### src/rtl/if_fetch_if.sv
// Instruction-memory request/acknowledge channel between the fetch front end and imem.
// The fetch unit owns req/addr; imem answers with ack/data, possibly in the same cycle.
interface if_fetch_if;
   logic        imem_req_o;
   logic [31:0] imem_addr_o;
   logic        imem_ack_i;
   logic [31:0] imem_data_i;

   modport master (
      output imem_req_o,
      output imem_addr_o,
      input  imem_ack_i,
      input  imem_data_i
   );

   modport slave (
      input  imem_req_o,
      input  imem_addr_o,
      output imem_ack_i,
      output imem_data_i
   );
endinterface

### src/rtl/if_fetch.sv
// Instruction-fetch front end feeding the IF/ID register: owns the PC, runs the imem
// handshake, absorbs stalls, applies ID-stage redirects and drops wrong-path responses.
module if_fetch #(
   parameter logic [31:0] RESET_PC = 32'h0000_0000
) (
   input  logic        clk_i,
   input  logic        rst_i,
   input  logic        hazard_stall_i,
   input  logic        mem_stall_i,
   input  logic        branch_i,
   input  logic [31:0] branch_target_i,
   input  logic        jump_i,
   input  logic [31:0] jump_target_i,
   if_fetch_if.master  imem,
   output logic [31:0] pc_o,
   output logic [31:0] inst_o,
   output logic        flush_o,
   output logic        hold_o
);

   typedef enum logic [1:0] {
      S_IDLE,
      S_REQ,
      S_HOLD
   } state_t;

   state_t      r_state;
   logic [31:0] r_req_addr;
   logic [31:0] r_pc;
   logic        r_drop;
   logic [31:0] r_buf;

   logic        w_stall;
   logic        w_redirect;
   logic        w_ack;
   logic [31:0] w_target_raw;
   logic [31:0] w_target;

   assign w_stall      = hazard_stall_i | mem_stall_i;
   assign w_redirect   = (branch_i | jump_i) & ~w_stall & (r_state != S_IDLE);
   assign w_ack        = (r_state == S_REQ) & imem.imem_ack_i;
   assign w_target_raw = jump_i ? jump_target_i : branch_target_i;
   assign w_target     = {w_target_raw[31:2], 2'b00};

   // Address and request come straight from state, so they cannot move while waiting for ack.
   assign imem.imem_req_o  = (r_state == S_REQ);
   assign imem.imem_addr_o = {r_req_addr[31:2], 2'b00};
   assign pc_o             = r_req_addr + 32'd4;
   assign inst_o           = (w_ack & ~r_drop) ? imem.imem_data_i : r_buf;
   assign flush_o          = w_redirect;

   // NOTE: assign a default before the case so every path drives hold_o and no latch is inferred.
   always_comb begin
      hold_o = 1'b1;
      case (r_state)
         S_REQ:   hold_o = ~(w_redirect | (w_ack & ~r_drop & ~w_stall));
         S_HOLD:  hold_o = w_stall;
         default: hold_o = 1'b1;
      endcase
   end

   // NOTE: state is updated with non-blocking assignments so every register samples pre-edge values.
   always_ff @(posedge clk_i or negedge rst_i) begin
      if (!rst_i) begin
         r_state    <= S_IDLE;
         r_req_addr <= RESET_PC;
         r_pc       <= RESET_PC;
         r_drop     <= 1'b0;
         r_buf      <= 32'd0;
      end else begin
         case (r_state)
            S_IDLE: r_state <= S_REQ;

            S_REQ: begin
               if (w_redirect) begin
                  r_pc <= w_target;
                  if (imem.imem_ack_i) begin
                     r_req_addr <= w_target;
                     r_drop     <= 1'b0;
                  end else begin
                     // Request already on the bus must complete; its data is thrown away.
                     r_drop <= 1'b1;
                  end
               end else if (imem.imem_ack_i) begin
                  if (r_drop) begin
                     r_drop     <= 1'b0;
                     r_req_addr <= r_pc;
                  end else if (w_stall) begin
                     r_buf   <= imem.imem_data_i;
                     r_state <= S_HOLD;
                  end else begin
                     r_req_addr <= r_req_addr + 32'd4;
                  end
               end
            end

            S_HOLD: begin
               if (w_redirect) begin
                  r_pc       <= w_target;
                  r_req_addr <= w_target;
                  r_state    <= S_REQ;
               end else if (!w_stall) begin
                  r_req_addr <= r_req_addr + 32'd4;
                  r_state    <= S_REQ;
               end
            end

            default: r_state <= S_IDLE;
         endcase
      end
   end

endmodule

### src/flat_wrapper.sv
// flat-port wrapper written by rule: the top's interface ports become plain ports
module if_fetch_flat 
#(
   parameter logic [31:0] RESET_PC = 32'h0000_0000
)
  (clk_i, rst_i, hazard_stall_i, mem_stall_i, branch_i, branch_target_i, jump_i, jump_target_i, pc_o, inst_o, flush_o, hold_o, imem_imem_req_o, imem_imem_addr_o, imem_imem_ack_i, imem_imem_data_i);
  if_fetch_if imem_i ();
  input  logic clk_i;
  input  logic rst_i;
  input  logic hazard_stall_i;
  input  logic mem_stall_i;
  input  logic branch_i;
  input  logic [31:0] branch_target_i;
  input  logic jump_i;
  input  logic [31:0] jump_target_i;
  output logic [31:0] pc_o;
  output logic [31:0] inst_o;
  output logic flush_o;
  output logic hold_o;
  output wire logic [$bits(imem_i.imem_req_o)-1:0] imem_imem_req_o;
  output wire logic [$bits(imem_i.imem_addr_o)-1:0] imem_imem_addr_o;
  input wire logic [$bits(imem_i.imem_ack_i)-1:0] imem_imem_ack_i;
  input wire logic [$bits(imem_i.imem_data_i)-1:0] imem_imem_data_i;
  assign imem_imem_req_o = imem_i.imem_req_o;
  assign imem_imem_addr_o = imem_i.imem_addr_o;
  assign imem_i.imem_ack_i = imem_imem_ack_i;
  assign imem_i.imem_data_i = imem_imem_data_i;
  if_fetch #(.RESET_PC(RESET_PC)) u_core (.clk_i(clk_i), .rst_i(rst_i), .hazard_stall_i(hazard_stall_i), .mem_stall_i(mem_stall_i), .branch_i(branch_i), .branch_target_i(branch_target_i), .jump_i(jump_i), .jump_target_i(jump_target_i), .imem(imem_i), .pc_o(pc_o), .inst_o(inst_o), .flush_o(flush_o), .hold_o(hold_o));
endmodule
### config.mk
export PLATFORM = sky130hd
export DESIGN_NAME = if_fetch_flat
export DESIGN_NICKNAME = d
export VERILOG_FILES = /design/src/rtl/if_fetch_if.sv /design/src/rtl/if_fetch.sv /design/src/flat_wrapper.sv
export SDC_FILE = /design/constraint.sdc
export NUM_CORES = 1
export LEC_CHECK = 0
export ABC_AREA = 1
export CAP_MARGIN = 10
export CORE_ASPECT_RATIO = 1.25
export CORE_MARGIN = 2
export CORE_UTILIZATION = 40
export CTS_CLUSTER_SIZE = 30
export DETAILED_ROUTE_END_ITERATION = 6
export GPL_TIMING_DRIVEN = 0
export PLACE_DENSITY = 0.72
export SYNTH_ARGS = -nofsm -noshare
export SYNTH_HDL_FRONTEND = slang
export SYNTH_SLANG_ARGS = --single-unit
### constraint.sdc
create_clock -name clk_i -period 3.6 [get_ports clk_i]
set_input_delay 0.72 -clock clk_i [delete_from_list [all_inputs] [get_ports clk_i]]
set_output_delay 0.72 -clock clk_i [all_outputs]
set_load 0.02 [all_outputs]
### Yosys cells after proc, flatten, opt, wreduce, memory -nomap -nowiden

Cells that the tools add are included.
Widths: inputs -> output; s select.

| cells by class | value |
|---|---|
| $add $sub $neg | 1 |
| bitwise operators | 12 |
| reductions and logical operators | 10 |
| mux-type cells | 20 |
| equal/unequal tests | 7 |

Operators with widths:

| cell | number |
|---|---|
| $mux 32 | 8 |
| $pmux 32 s2 | 1 |
| $add 32x3->32 const B | 1 |
| $mux 2 | 6 |
| $reduce_and 5->1 | 2 |
| $pmux 2 s3 | 1 |
| $reduce_and 2->1 | 3 |
| $reduce_bool 2->1 | 3 |
| $and 1x1->1 | 5 |
| $ne 2x1->1 const B | 2 |
| $ne 2x2->1 const B | 2 |
| $not 1->1 | 4 |
| $mux 1 | 3 |
| $ne 3x3->1 const B | 1 |
| $or 1x1->1 | 3 |
| $eq 2x1->1 const B | 1 |
| $eq 2x2->1 const B | 1 |
| $logic_not 2->1 | 1 |
| $pmux 1 s2 | 1 |
| $reduce_or 2->1 | 1 |

| storage, ports and cells | value |
|---|---|
| input bits | 103 |
| output and inout port bits | 99 |
| word-level logic and storage cells | 55 |
| bits in registers | 97 |

### Depth between registers and ports, before layout

| logic depth | value |
|---|---|
| depth in word-level cells | 7 |
| mapped depth | 12 |
| mapped depth without buffers | 12 |

### Worst setup path after synthesis

OpenSTA, ideal clock, no wires.

| timing path | value |
|---|---|
| path type | reg-to-output |
| from | register u_core.r_state[1] |
| to | output inst_o[0] |
| cell stages (with the launch flop) | 8 |
| data required time | 2.880 ns |
| buffers on the path | 1 |
| setup slack | 1.031 ns |
| arrival time | 1.849 ns |
| cells stage by stage | dfrtp_1 > inv_1 > ha_1 > nand2_1 > inv_1 > nand2_1 > clkbuf_1 > o21ai_0 |

| between the ends | value |
|---|---|
| word-level cells in the longest chain between the ends | 4 |

RTL lines:

| item | RTL line | RTL |
|---|---|---|
| start: declaration | if_fetch.sv:27 | `state_t r_state;` |
| start signal: assignment | if_fetch.sv:65 | `r_state <= S_IDLE;` |
| start signal: assignment | if_fetch.sv:72 | `S_IDLE: r_state <= S_REQ;` |
| start signal: assignment | if_fetch.sv:90 | `r_state <= S_HOLD;` |
| $eq 2x1->1 | n/a |  |
| net imem_imem_req_o | flat_wrapper.sv:20 | `output wire logic [$bits(imem_i.imem_req_o)-1:0] imem_imem_req_o;` |
| $and 1x1->1 | if_fetch.sv:41 | `assign w_ack = (r_state == S_REQ) & imem.imem_ack_i;` |
| $and 1x1->1 | if_fetch.sv:49 | `assign inst_o = (w_ack & ~r_drop) ? imem.imem_data_i : r_buf;` |
| $mux 32 | if_fetch.sv:49 |  |
| end: declaration | flat_wrapper.sv:17 | `output logic [31:0] inst_o;` |

The timed path passes the listed nets, and every way through them passes these cells.

### Worst setup path after layout

| timing path | value |
|---|---|
| from | input imem_imem_ack_i |
| to | output inst_o[15] |

| between the ends | value |
|---|---|
| word-level cells in the longest chain between the ends | 3 |

RTL lines:

| item | RTL line | RTL |
|---|---|---|
| start: declaration | flat_wrapper.sv:22 | `input wire logic [$bits(imem_i.imem_ack_i)-1:0] imem_imem_ack_i;` |
| $and 1x1->1 | if_fetch.sv:41 |  |
| $and 1x1->1 | if_fetch.sv:49 |  |
| $mux 32 | if_fetch.sv:49 |  |

No other way between the ends.

==> impl_results.html <==
<table>
<tr><th>Metric</th><th>Value</th></tr>
<tr><th colspan="2">Status</th></tr>
<tr><td>Run status</td><td>finished, violations left</td></tr>
<tr><td>Failing checks</td><td>design-rule violations</td></tr>
<tr><th colspan="2">Die</th></tr>
<tr><td>Vertical extent of the die</td><td>144.8 µm</td></tr>
<tr><td>Die W</td><td>116.7 µm</td></tr>
<tr><td>Placement row count</td><td>51</td></tr>
<tr><td>I/O pins</td><td>202</td></tr>
<tr><td>Initial core utilization</td><td>40.77%</td></tr>
<tr><td>Area enclosed by the die boundary</td><td>16900 µm²</td></tr>
<tr><td>Core Box Area</td><td>15570 µm²</td></tr>
<tr><th colspan="2">STA</th></tr>
<tr><td>Unrepaired setup endpoints after global routing</td><td>false</td></tr>
<tr><td>Max Clock Skew</td><td>0.008554 ns</td></tr>
<tr><td>Worst slew margin relative to its limit</td><td>57.97%</td></tr>
<tr><td>Number of setup violations in the final report</td><td>0</td></tr>
<tr><td>Final hold violation count</td><td>0</td></tr>
<tr><td>Transition time of the tightest slew-check pin</td><td>0.6305 ns</td></tr>
<tr><td>Worst-case setup margin in the final layout</td><td>0.1685 ns</td></tr>
<tr><td>Fin crit share</td><td>95.32%</td></tr>
<tr><td>Upper clock frequency limit</td><td>291.4 MHz</td></tr>
<tr><td>Worst hold slack</td><td>0.2999 ns</td></tr>
<tr><td>Total count of max-transition violations in the final report</td><td>0</td></tr>
<tr><td>Post-layout min period</td><td>3.431 ns</td></tr>
<tr><th colspan="2">Synth</th></tr>
<tr><td>Total standard cell area after synthesis</td><td>6347 µm²</td></tr>
<tr><td>Mean Syn Cell Area</td><td>6.646 µm²</td></tr>
<tr><td>Register bit total from synthesis</td><td>95</td></tr>
<tr><td>Sequential share of the synthesized area</td><td>37.45%</td></tr>
<tr><td>Yosys warns</td><td>0</td></tr>
<tr><td>Number of distinct standard cells referenced by the synthesized netlist</td><td>28</td></tr>
<tr><td>Number of standard cells after synthesis</td><td>955</td></tr>
<tr><th colspan="2">Clocking</th></tr>
<tr><td>Insertion delay of the later-clocked pin in the worst-skew pair</td><td>0.36 ns</td></tr>
<tr><td>Clock-pin slew of the registers on the worst-case setup and hold paths</td><td>0.06 ns</td></tr>
<tr><td>Hold buffer count at CTS</td><td>0</td></tr>
<tr><td>Clk sinks</td><td>95</td></tr>
<tr><td>CTS tree</td><td>built</td></tr>
<tr><td>Num CTS Buffers</td><td>9</td></tr>
<tr><td>Root buffer cell</td><td>clkbuf_16</td></tr>
<tr><td>Clock tree buffer depth</td><td>2</td></tr>
<tr><td>Deepest level of the CTS H-tree</td><td>3</td></tr>
<tr><th colspan="2">Critical path</th></tr>
<tr><td>Maximum fanout count along the critical path</td><td>10</td></tr>
<tr><td>Critical path endpoint category</td><td>primary output</td></tr>
<tr><td>Endpoint arrival time on the critical path</td><td>2.71 ns</td></tr>
<tr><td>Critical path type</td><td>input pin to primary output</td></tr>
<tr><td>Startpoint type of the worst setup path</td><td>input pin</td></tr>
<tr><td>Data required, critical path</td><td>2.88 ns</td></tr>
<tr><th colspan="2">Global routing</th></tr>
<tr><td>Initial antenna violation count</td><td>0</td></tr>
<tr><td>Most Crowded Layer GR</td><td>met2</td></tr>
<tr><td>Maximum number of pins on one net before global-route repair</td><td>67</td></tr>
<tr><td>GRT overflow</td><td>0</td></tr>
<tr><td>Met2 GRT Util</td><td>44.22%</td></tr>
<tr><td>Met3 Resource Use GR</td><td>4.748%</td></tr>
<tr><td>Met1 capacity usage during global routing</td><td>29.49%</td></tr>
<tr><td>Global-route usage over all layers</td><td>25.08%</td></tr>
<tr><td>Via count of the first global-routing pass</td><td>6566</td></tr>
<tr><td>Wire length of the first global-routing pass</td><td>32.71 mm</td></tr>
<tr><th colspan="2">Power and ir drop</th></tr>
<tr><td>Leak pwr</td><td>4.218 nW</td></tr>
<tr><td>Maximum vdd ir drop</td><td>380.1 µV</td></tr>
<tr><td>Total design power</td><td>7.311 mW</td></tr>
<tr><td>Areal power density over the cells</td><td>823.3 nW/µm²</td></tr>
<tr><th colspan="2">Cells and area</th></tr>
<tr><td>Post-route core utilization</td><td>57.04%</td></tr>
<tr><td>Net count of the finished layout</td><td>1273</td></tr>
<tr><td># diodes</td><td>0</td></tr>
<tr><td>Share of layout cells above drive strength 1</td><td>8.212%</td></tr>
<tr><td>Count of filler cells inserted in the layout</td><td>1544</td></tr>
<tr><td>Storage cell area</td><td>2377 µm²</td></tr>
<tr><td>Finished Layout Cells</td><td>1381</td></tr>
<tr><td>Area of the multi-input gates</td><td>3373 µm²</td></tr>
<tr><td>Area growth from synthesis to layout</td><td>39.92%</td></tr>
<tr><th colspan="2">Place</th></tr>
<tr><td>Total instance count after detailed placement</td><td>1364</td></tr>
<tr><td>Detailed placer's ending HPWL</td><td>15.97 mm</td></tr>
<tr><td>Post-Place Setup Slack</td><td>-0.1716 ns</td></tr>
<tr><td>Port Buf Inserts</td><td>193</td></tr>
<tr><td>Weighted congestion reported at the end of routability-driven placement</td><td>0.9172</td></tr>
<tr><th colspan="2">Routing</th></tr>
<tr><td>Overall routed net length</td><td>20.75 mm</td></tr>
<tr><td>Average detailed-routed wire length per instance</td><td>15.03 µm</td></tr>
<tr><td>Detailed-route DRC error count</td><td>1</td></tr>
<tr><td>Detailed-route via count</td><td>6684</td></tr>
<tr><td>Vias per cell</td><td>4.840</td></tr>
<tr><td>DRC marker count from the first detailed-route iteration</td><td>440</td></tr>
<tr><td>First-pass iteration count of the detailed router</td><td>7</td></tr>
<tr><td>Count of antenna-violating nets left after detailed routing</td><td>0</td></tr>
<tr><th colspan="2">Min path</th></tr>
<tr><td>Worst min path class</td><td>input pin to asynchronous set/reset pin</td></tr>
<tr><th colspan="2">Run</th></tr>
<tr><td>Max-Cap Viols</td><td>0</td></tr>
</table>
-- through the flow --
step                area [µm²]  TNS (ns)
floorplan                 6359         0
global placement          8556   -188.66
detailed placement        8581   -0.1716
CTS                       8866         0
global route              8881         0
finish                    8881         0
-- area by class of cell --
class / instances / share of cell area, %
inverters: 102 / 4.311
multi-input cells: 712 / 37.98
well taps: 212 / 2.987
flip-flops and latches: 95 / 26.77
clock buffers: 12 / 2.775
clock inverters: 3 / 0.2254
repair buffers: 196 / 22.27
plain buffers: 49 / 2.677
-- power breakdown --
| group | internal (mW) | total [mW] | switching (mW) |
|---|---|---|---|
| Clock | 0.483 | 0.908 | 0.425 |
| Sequential | 1.57 | 2.00 | 0.426 |
| Combinational | 1.83 | 4.40 | 2.58 |
| Total | 3.88 | 7.31 | 3.43 |
-- synthesized netlist by cell type --
cell type / number / area, µm²
nand2_1: 348 / 1306
o21ai_0: 109 / 545.5
inv_1: 100 / 375.4
dfrtp_1: 95 / 2377
nor2_1: 85 / 319.1
nand3_1: 51 / 255.2
a21oi_1: 33 / 165.2
mux2_2: 27 / 304.0
clkbuf_1: 26 / 97.59
buf_2: 18 / 90.09
nor2_4: 9 / 101.4
o21ai_1: 9 / 45.04
xor2_1: 7 / 61.31
buf_4: 5 / 37.54
ha_1: 5 / 62.56
nor2_2: 5 / 31.28
nand2_2: 4 / 25.02
mux2i_1: 3 / 30.03
nand3b_1: 3 / 22.52
o211ai_1: 3 / 22.52
inv_2: 2 / 7.510
nand2_4: 2 / 22.52
conb_1: 1 / 3.750
nand3_2: 1 / 10.01
nand4_1: 1 / 6.260
nor3_1: 1 / 5.000
o221ai_1: 1 / 8.760
o22a_1: 1 / 8.760
-- critical path: stages --
cell and delay (ns):
clkdlybuf4s50_1 0.48, nand2_1 0.06, inv_1 0.08, nand2_1 0.22, clkbuf_2 0.26, o21ai_0 0.23
clkdlybuf4s50_1 0.66
-- repair_timing --
item | in CTS | in global routing
pin swaps | 1 | 0
resized for setup | 3 | 15
endpoints found under the setup margin | 1 | 30
buffers inserted | 2 | 0
-- worst paths after layout --
kind	from	end	slack, ns	depth (start not counted)
setup / recovery	imem_imem_ack_i	inst_o[15]	0.17	7
hold / removal	rst_i	u_core.r_pc[14]	0.30	1
setup reg to reg	u_core.r_state[1]	u_core.r_req_addr[23]	1.50	8
min in group clk_i	u_core.r_pc[17]	u_core.r_pc[17]	0.49	2
hold reg to reg	u_core.r_pc[17]	u_core.r_pc[17]	0.49	2
max in group asynchronous	rst_i	u_core.r_buf[13]	2.62	2
-- placed cells by master (no fill, tap or decap), drive strengths merged --
cell,instances
nand2,354
clkdlybuf4s50,188
o21ai,118
inv,102
nor2,99
dfrtp,95
nand3,52
clkbuf,38
a21oi,33
mux2,27
buf,27
xor2,7
ha,5
conb,4
nand3b,3
o211ai,3
mux2i,3
dlymetal6s2s,3
clkinvlp,2
nand4,1
o22a,1
o221ai,1
nor3,1
clkinv,1
dlygate4sd2,1
-- kinds of logic (layout without fill, tap and decap cells) --
logic type / count (synthesis) / in the layout / share of synthesized area (%)
and+or+nand+nor: 510 / 510 / 33.16
AOI/OAI and AO/OA: 156 / 156 / 12.54
buffers and inverters: 151 / 362 / 9.580
DFF: 95 / 95 / 37.45
muxes: 30 / 30 / 5.263
xor gates and xnor gates: 7 / 7 / 0.9659
adders and majority gates: 5 / 5 / 0.9856
other: 1 / 4 / 0.05908
-- flip-flops by register name, indices dropped and copies added, names as in the netlist --
register and flops:
u_core.r_req_addr 30, u_core.r_state 2, u_core.r_buf 32, u_core.r_pc 30
u_core.r_drop 1
-- metal layers --
metal  wire (µm)  up-vias
met4         598        0
met2       10240      252
li1            -     3411
met3        1517       33
met1        8397     2988
met5           0        -
Note: power is estimated with default switching activity, not from simulation.
